$ cat config.mk
export PLATFORM = sky130hd
export DESIGN_NAME = hazard_ctrl
export DESIGN_NICKNAME = d
export VERILOG_FILES = /design/src/rtl/pipe_pkg.sv /design/src/rtl/hazard_ctrl_sat_counter.sv /design/src/rtl/hazard_ctrl.sv
export SDC_FILE = /design/constraint.sdc
export NUM_CORES = 1
export LEC_CHECK = 0
export ABC_CLOCK_PERIOD_IN_PS = 5400
export CAP_MARGIN = 20
export CELL_PAD_IN_SITES_DETAIL_PLACEMENT = 0
export CELL_PAD_IN_SITES_GLOBAL_PLACEMENT = 2
export CORE_MARGIN = 2
export CORE_UTILIZATION = 33
export DETAILED_ROUTE_END_ITERATION = 8
export GPL_ROUTABILITY_DRIVEN = 0
export PLACE_DENSITY = 0.91
export SETUP_SLACK_MARGIN = 0.4
export SLEW_MARGIN = 0
export SYNTH_ARGS = -nofsm -noshare
export SYNTH_HDL_FRONTEND = slang
export SYNTH_HIERARCHICAL = 1
export SYNTH_SLANG_ARGS = --single-unit
export TNS_END_PERCENT = 10
$ cat constraint.sdc
create_clock -name clk -period 5.4 [get_ports clk]
set_input_delay 0.54 -clock clk [delete_from_list [all_inputs] [get_ports clk]]
set_output_delay 0.54 -clock clk [all_outputs]
set_load 0.01 [all_outputs]
$ cat src/rtl/pipe_pkg.sv
// Shared pipeline definitions: hazard FSM state encoding,
// register index width and the hard-wired zero register.
package pipe_pkg;

    localparam int REG_W = 5;

    localparam logic [REG_W-1:0] X0 = '0;

    typedef enum logic {
        HZ_RUN      = 1'b0,
        HZ_MEM_WAIT = 1'b1
    } hz_state_e;

endpackage

$ cat src/rtl/hazard_ctrl_sat_counter.sv
// Up-counter that sticks at all-ones instead of wrapping.
module sat_counter #(
    parameter int W = 16
) (
    input  logic         clk,
    input  logic         rst,
    input  logic         inc,
    output logic [W-1:0] count
);

    localparam logic [W-1:0] ONE = W'(1);

    logic [W-1:0] count_q;
    logic [W-1:0] count_d;

    always_comb begin
        count_d = count_q;
        if (inc && (count_q != '1)) begin
            count_d = count_q + ONE;
        end
    end

    always_ff @(posedge clk or posedge rst) begin
        if (rst) begin
            count_q <= '0;
        end else begin
            count_q <= count_d;
        end
    end

    assign count = count_q;

endmodule

$ cat src/rtl/hazard_ctrl.sv
// Load-use stall, branch flush and data-memory freeze control
// with a sticky memory-timeout flag and performance counters.
module hazard_ctrl
    import pipe_pkg::*;
#(
    parameter int CNT_W   = 16,
    parameter int TIMEOUT = 64,
    parameter int TO_W    = 7
) (
    input  logic             clk,
    input  logic             rst,
    input  logic [REG_W-1:0] id_rs1,
    input  logic [REG_W-1:0] id_rs2,
    input  logic             id_uses_rs1,
    input  logic             id_uses_rs2,
    input  logic [REG_W-1:0] id_ex_rd,
    input  logic             id_ex_memRead,
    input  logic             branch_taken,
    input  logic             dmem_req,
    input  logic             dmem_ready,
    output logic             pc_write,
    output logic             if_id_write,
    output logic             id_ex_bubble,
    output logic             if_id_flush,
    output logic             id_ex_flush,
    output logic             pipe_freeze,
    output logic             mem_timeout,
    output logic [CNT_W-1:0] stall_cnt,
    output logic [CNT_W-1:0] flush_cnt
);

    localparam logic [TO_W-1:0] TO_MAX = TO_W'(TIMEOUT);
    localparam logic [TO_W-1:0] TO_ONE = TO_W'(1);

    hz_state_e       state_q;
    hz_state_e       state_d;
    logic [TO_W-1:0] wait_q;
    logic [TO_W-1:0] wait_d;
    logic            to_q;
    logic            to_d;

    logic load_use;
    logic mem_stall;
    logic br_eff;
    logic lu_eff;

    assign load_use = id_ex_memRead && (id_ex_rd != X0) &&
                      ((id_uses_rs1 && (id_ex_rd == id_rs1)) ||
                       (id_uses_rs2 && (id_ex_rd == id_rs2)));

    assign mem_stall = dmem_req && !dmem_ready;

    // One-hot winners of the priority chain.
    assign br_eff = branch_taken && !mem_stall;
    assign lu_eff = load_use && !branch_taken && !mem_stall;

    always_comb begin
        pc_write     = 1'b1;
        if_id_write  = 1'b1;
        id_ex_bubble = 1'b0;
        if_id_flush  = 1'b0;
        id_ex_flush  = 1'b0;
        pipe_freeze  = 1'b0;
        if (!rst) begin
            unique case (1'b1)
                mem_stall: begin
                    pc_write    = 1'b0;
                    if_id_write = 1'b0;
                    pipe_freeze = 1'b1;
                end
                br_eff: begin
                    if_id_flush = 1'b1;
                    id_ex_flush = 1'b1;
                end
                lu_eff: begin
                    pc_write     = 1'b0;
                    if_id_write  = 1'b0;
                    id_ex_bubble = 1'b1;
                end
                default: ;
            endcase
        end
    end

    always_comb begin
        state_d = state_q;
        wait_d  = wait_q;
        to_d    = to_q;
        unique case (state_q)
            HZ_RUN: begin
                if (mem_stall) begin
                    state_d = HZ_MEM_WAIT;
                    wait_d  = TO_ONE;
                end
            end
            HZ_MEM_WAIT: begin
                if (mem_stall) begin
                    if (wait_q != TO_MAX) begin
                        wait_d = wait_q + TO_ONE;
                    end
                end else begin
                    state_d = HZ_RUN;
                    wait_d  = '0;
                end
            end
            default: begin
                state_d = HZ_RUN;
                wait_d  = '0;
            end
        endcase
        if (mem_stall && (wait_d == TO_MAX)) begin
            to_d = 1'b1;
        end
    end

    always_ff @(posedge clk or posedge rst) begin
        if (rst) begin
            state_q <= HZ_RUN;
            wait_q  <= '0;
            to_q    <= 1'b0;
        end else begin
            state_q <= state_d;
            wait_q  <= wait_d;
            to_q    <= to_d;
        end
    end

    assign mem_timeout = to_q;

    sat_counter #(.W(CNT_W)) u_stall_cnt (
        .clk   (clk),
        .rst   (rst),
        .inc   (mem_stall || lu_eff),
        .count (stall_cnt)
    );

    sat_counter #(.W(CNT_W)) u_flush_cnt (
        .clk   (clk),
        .rst   (rst),
        .inc   (br_eff),
        .count (flush_cnt)
    );

endmodule

---- After elaboration in Yosys (flattened, before gate mapping) ----
Index checks and enable logic that the tools add are counted.
operators by class
  add/subtract/negate cells ............... 3
  eq/ne operators ......................... 6
  mux-type cells .......................... 12
  bitwise gates (word level) .............. 1
  reduce and logical (&&, ||, !) cells .... 18
operators by type and width
  kind                                           count
  adder 16 x 1 -> 16 bit, second input constant  2
  != test 16 bit, second input constant          2
  2-to-1 mux 7 bit                               3
  one-hot mux 7 bit (2 select lines)             1
  logical AND 1 bit                              11
  == test 5 bit                                  2
  2-to-1 mux 1 bit                               8
  adder 7 x 1 -> 7 bit, second input constant    1
  == test 7 bit, second input constant           1
  != test 7 bit, second input constant           1
  nonzero test 5 bit                             1
  logical NOT 1 bit                              3
  logical OR 1 bit                               2
  OR reduction 2 bit                             1
  inverter 1 bit                                 1
storage, ports and cells
  bits in registers ....................... 41
  input bits .............................. 23
  output and inout port bits .............. 39

---- Depth between registers and ports, before layout ----
  depth in word-level cells ............... 9
  mapped depth ............................ 8
  depth with buffers taken out ............ 8

---- Hierarchy ----
Netlist, hierarchy kept.
modules (own cells, without submodules)
  module       instances  cells an instance  area each (um2)  seq. area each (um2)
  sat_counter  2          71                 805.8            400.4
  hazard_ctrl  1          97                 824.5            225.2

---- Worst setup path after synthesis ----
Ideal clock, no wire load.
  kind .................................... input -> register
  start ................................... in id_ex_rd[3]
  end ..................................... reg u_stall_cnt.count_q[14], in the netlist u_stall_cnt/count[14]
  library setup time ...................... 125 ps
  arrival time ............................ 2,350 ps
  slack ................................... 2,925 ps
  stages on the path ...................... 8
  path through ............................ xor2_1 -> nor4_1 -> a32oi_1 -> o21ai_0 -> and4_1 -> nand3_1 -> nor2_1 -> mux2_2
on the way
  longest elaborated chain between the ends .. 8
RTL lines
  item                                  line                                  source
  from (decl)                           hazard_ctrl.sv:16                     input logic [REG_W-1:0] id_ex_rd,
  == test 5 bit (on tied branches)      hazard_ctrl.sv:48, hazard_ctrl.sv:49
  logical AND 1 bit (on tied branches)  hazard_ctrl.sv:48, hazard_ctrl.sv:49
  logical OR 1 bit                      hazard_ctrl.sv:48                     ((id_uses_rs1 && (id_ex_rd == id_rs1)) ||
  logical AND 1 bit *                   hazard_ctrl.sv:47                     assign load_use = id_ex_memRead && (id_ex_rd != X0) &&
  logical AND 1 bit * (2 in a row)      hazard_ctrl.sv:55                     assign lu_eff = load_use && !branch_taken && !mem_stall;
  logical OR 1 bit *                    hazard_ctrl.sv:133                    .inc (mem_stall || lu_eff),
  logical AND 1 bit *                   hazard_ctrl_sat_counter.sv:18         if (inc && (count_q != '1)) begin
  to (signal assigned)                  hazard_ctrl_sat_counter.sv:27         count_q <= count_d;
  to (decl)                             hazard_ctrl_sat_counter.sv:13         logic [W-1:0] count_q;
Every way passes the cells marked *; elsewhere a longest branch is shown, timed or not.
A chain may end at the register's enable or synchronous reset.

---- Final worst setup path ----
  start ................................... in id_ex_rd[1]
  end ..................................... out if_id_write
on the way
  longest elaborated chain between the ends .. 9
RTL lines
  item                                   line                                  source
  == test 5 bit (on tied branches)       hazard_ctrl.sv:48, hazard_ctrl.sv:49
  logical AND 1 bit (on tied branches)   hazard_ctrl.sv:48, hazard_ctrl.sv:49
  logical OR 1 bit                       hazard_ctrl.sv:48
  logical AND 1 bit *                    hazard_ctrl.sv:47
  logical AND 1 bit * (2 in a row)       hazard_ctrl.sv:55
  OR reduction 2 bit (no source line) *  n/a
  2-to-1 mux 1 bit *                     hazard_ctrl.sv:65                     unique case (1'b1)
  2-to-1 mux 1 bit *                     hazard_ctrl.sv:64                     if (!rst) begin
  to (decl)                              hazard_ctrl.sv:22                     output logic if_id_write,
Marks and branches as above.

==> summary.txt <==
STA
  • Number of endpoints with negative hold slack in the final report: 0
  • # setup viols final: 0
  • Setup repair after global routing missed its margin: no
  • Minimum period implied by the final worst setup slack: 3130 ps
  • Final worst-path cycle share: 57.9%
  • Highest clock rate: 0.320 GHz
  • Worst clock skew: 5.08 ps
  • Number of pins exceeding their max-slew limit in the final report: 0
  • Worst max-slew margin expressed relative to the limit: 59.4%
  • Summed negative setup slack over all endpoints: 0 ps
  • Slew @ Worst Pin: 609 ps

Die
  • Core ar.: 7210 um2
  • Die X: 89.9 um
  • Height of the chip: 89.9 um
  • Site row count: 31
  • Initial cell density of the core: 33.8%
  • Die footprint: 8090 um2
  • Boundary pin count: 62

Setup path
  • Reg2reg start: wait_q[0]$_DFF_PP0_
  • Data arrival time at the worst-slack endpoint: 2590 ps
  • Slowest-stage cell, CP: clkdlybuf4s50_1
  • Most common cell on crit path: clkdlybuf4s50_1
  • Crit Path Max Fanout: 3
  • Category of the worst setup path capture point: output pin
  • Worst setup path category: in -> out
  • Number of cells traversed by the worst register-to-register path: 6
  • Cell breakdown of the critical path: clkdlybuf4s50_1 > or4_1 > o211ai_1 > a2bb2oi_1 > clkdlybuf4s50_1
  • Reg-to-Reg End: mem_timeout$_DFFE_PP0P_
  • Largest stage delay on the critical path: 580 ps
  • R2r setup slk: 3600 ps
  • CP startpoint kind: input pin
  • Worst endpoint required time: 4860 ps

Clocking
  • Clk buf depth: 2
  • Post-CTS setup buffer count: 0
  • Root Driver: clkbuf_8
  • Number of buffers added by the clock tree synthesis step: 5
  • CTS-repair resized insts: 0
  • Number of buffers added to fix hold violations after cts: 0
  • Clk Latency, worst-skew pair: 290 ps
  • H-tree level count: 2
  • Clock-pin slew on the worst setup and hold paths: 80 ps
  • Number of sinks handled by clock tree synthesis: 41
  • CTS tree: done

Route
  • DRC errors left: 0
  • Length of the first detailed-routing pass in iterations: 4
  • Detail Route Antenna Nets: 0
  • Routed Wire Length: 5300 um
  • Average wire length per cell after detail routing: 13.2 um
  • Number of vias per cell: 4.99
  • Iteration-0 DRC count of the detailed router: 36
  • Number of vias in the routed layout: 1,997

Logic synthesis
  • Biggest area contributors in the synthesized netlist: dfrtp_1 (42%), xnor2_1 (9.0%), nand3_1 (3.3%)
  • Sequential share of the synthesized area: 42.1%
  • Number of standard cells after synthesis: 239
  • Distinct cell type count after synthesis: 50
  • Synth Cell Area: 2440 um2
  • Leading area contributor after synthesis: dfrtp_1
  • Mapped Nets: 266
  • Share of the synthesized area in the top cell type: 42.1%
  • Average instance area after synthesis: 10.2 um2
  • Number of synthesis warnings: 6
  • Register bit count reported by yosys: 41

Power and ir drop
  • Static leakage: 1.33 nW
  • P per Cell Area: 278 nW/um2
  • VDD IR-drop max: 0.000200 V

Final layout
  • Most frequent standard cell in the layout excluding fill and tap cells: clkdlybuf4s50_1
  • Final core area utilization: 44.6%
  • Post-layout nets: 328
  • Share of post-route cells with drive strength above 1: 10.6%
  • Leading cell types in the layout, fill and taps excluded: clkdlybuf4s50_1 (61), dfrtp_1 (41), xnor2_1 (25), nand2_1 (17), nand3_1 (16)
  • Diodes inserted: 0
  • Area overhead of the layout relative to synthesis: 32.2%

Hold path
  • Worst hold-check path type: reg -> reg
  • Worst-case hold path end point: u_flush_cnt/count[15]$_DFFE_PP0P_
  • Worst hold stages: 1
  • Min-delay src: u_flush_cnt/count[15]$_DFFE_PP0P_

Global route
  • Total Routing Usage GR: 13.6%
  • Maximum number of pins on one net before global-route repair: 17
  • First-pass GRT wire length: 9090 um
  • Via count of the first global-routing pass: 1,948
  • Number of antenna violations at the first check in global routing: 0
  • Total overflow reported by the global router: 0

Flow run
  • Max-capacitance violation count: 0

Placement
  • Hpwl dp: 4070 um
  • IO Port Bufs: 61

Run status
  • Outcome: finished clean
==> kinds of logic after synthesis <==
logic type	count (synthesis)	share of synthesized area [%]
compound gates	38	10.7
fa+ha+maj	4	2.05
flops	41	42.1
simple gates	103	27.4
mux	7	3.08
xor+xnor	33	11.9
buf+inv	13	2.72
==> cell type report <==
| type | count | area, um2 |
|---|---|---|
| well taps | 99 | 124 |
| clock buffers | 6 | 82.6 |
| flip-flops and latches | 41 | 1030 |
| fillers | 727 | 3990 |
| inverters | 7 | 26.3 |
| clock inverters | 1 | 7.51 |
| multi-input cells | 185 | 1340 |
| repair buffers | 61 | 611 |
==> how the worst max path moves through the flow <==
| stage | startpoint | end | slack (ps) | depth (start not counted) |
|---|---|---|---|---|
| finish | id_ex_rd[1] | if_id_write | 2270 | 5 |
| global route | id_ex_rd[3] | id_ex_bubble | 2140 | 6 |
| CTS | id_ex_rd[1] | if_id_write | 2260 | 5 |
| detailed placement | id_ex_rd[0] | u_stall_cnt/count[14]$_DFFE_PP0P_ | 2160 | 9 |
| global placement | id_ex_rd[3] | u_stall_cnt/count[14]$_DFFE_PP0P_ | 2220 | 9 |
| floorplan | id_ex_rd[3] | u_stall_cnt/count[14]$_DFFE_PP0P_ | 2920 | 8 |
==> critical path: cells and delay by family <==
kind | cells | cell delay, ps
AOI/OAI and AO/OA | 2 | 450
buffers and inverters | 2 | 1040
and+or+nand+nor | 1 | 560
==> metal layers <==
| metal | share of wire (%) | up-vias | global-route usage (%) |
|---|---|---|---|
| met1 | 47 | 953 | 17.2 |
| met2 | 46 | 51 | 22.2 |
| li1 | - | 991 | - |
| met5 | 0 | - | 0 |
| met4 | 0.89 | 0 | 5.00 |
| met3 | 5.5 | 2 | 4.02 |
==> power breakdown <==
part / internal [W] / leakage (nW) / switching [W] / total [W]
clock: 0.000101 / 0.0433 / 0.000102 / 0.000203
combinational: 0.000153 / 0.738 / 0.000110 / 0.000263
sequential: 0.000354 / 0.547 / 0.0000750 / 0.000429
total: 0.000608 / 1.33 / 0.000287 / 0.000895
==> cell usage after synthesis, drive strengths merged <==
master / instances
and4bb: 1
clkbuf: 1
nand3: 16
ha: 4
xor2: 8
nand2b: 3
a31oi: 1
a21oi: 10
nor2b: 2
and2: 5
o31ai: 1
a211o: 1
o21bai: 1
and3: 12
a22o: 2
a21o: 1
xnor2: 25
a31o: 2
o211ai: 2
nor4: 5
nor2: 11
o21ai: 10
a32oi: 1
dfrtp: 41
and4: 9
or4: 1
a221oi: 1
nand2: 19
a2bb2oi: 2
mux2: 4
inv: 7
mux2i: 3
o21a: 3
buf: 5
nand3b: 1
nor3: 2
nand4: 16
==> registers in the layout, indices dropped and copies added (netlist names) <==
register,count
wait_q,7
state_q,1
mem_timeout,1
u_flush_cnt/count,16
u_stall_cnt/count,16
==> per-stage QoR <==
step | cell area (um2) | power, W | std cells | hold WS, ps | setup slack, ps
final | 3220 | 0.000895 | 400 | 518 | 2270
after global routing | 3220 | 0.000953 | 400 | 551 | 2140
after CTS | 3220 | 0.000911 | 400 | 524 | 2260
after detailed placement | 3130 | 0.000700 | 393 | 512 | 2160
after global placement | 3130 | 0.000696 | 393 | 508 | 2220
after floorplan | 2440 | 0.000553 | 239 | 390 | 2920
Power figures use the tool's default switching activity.
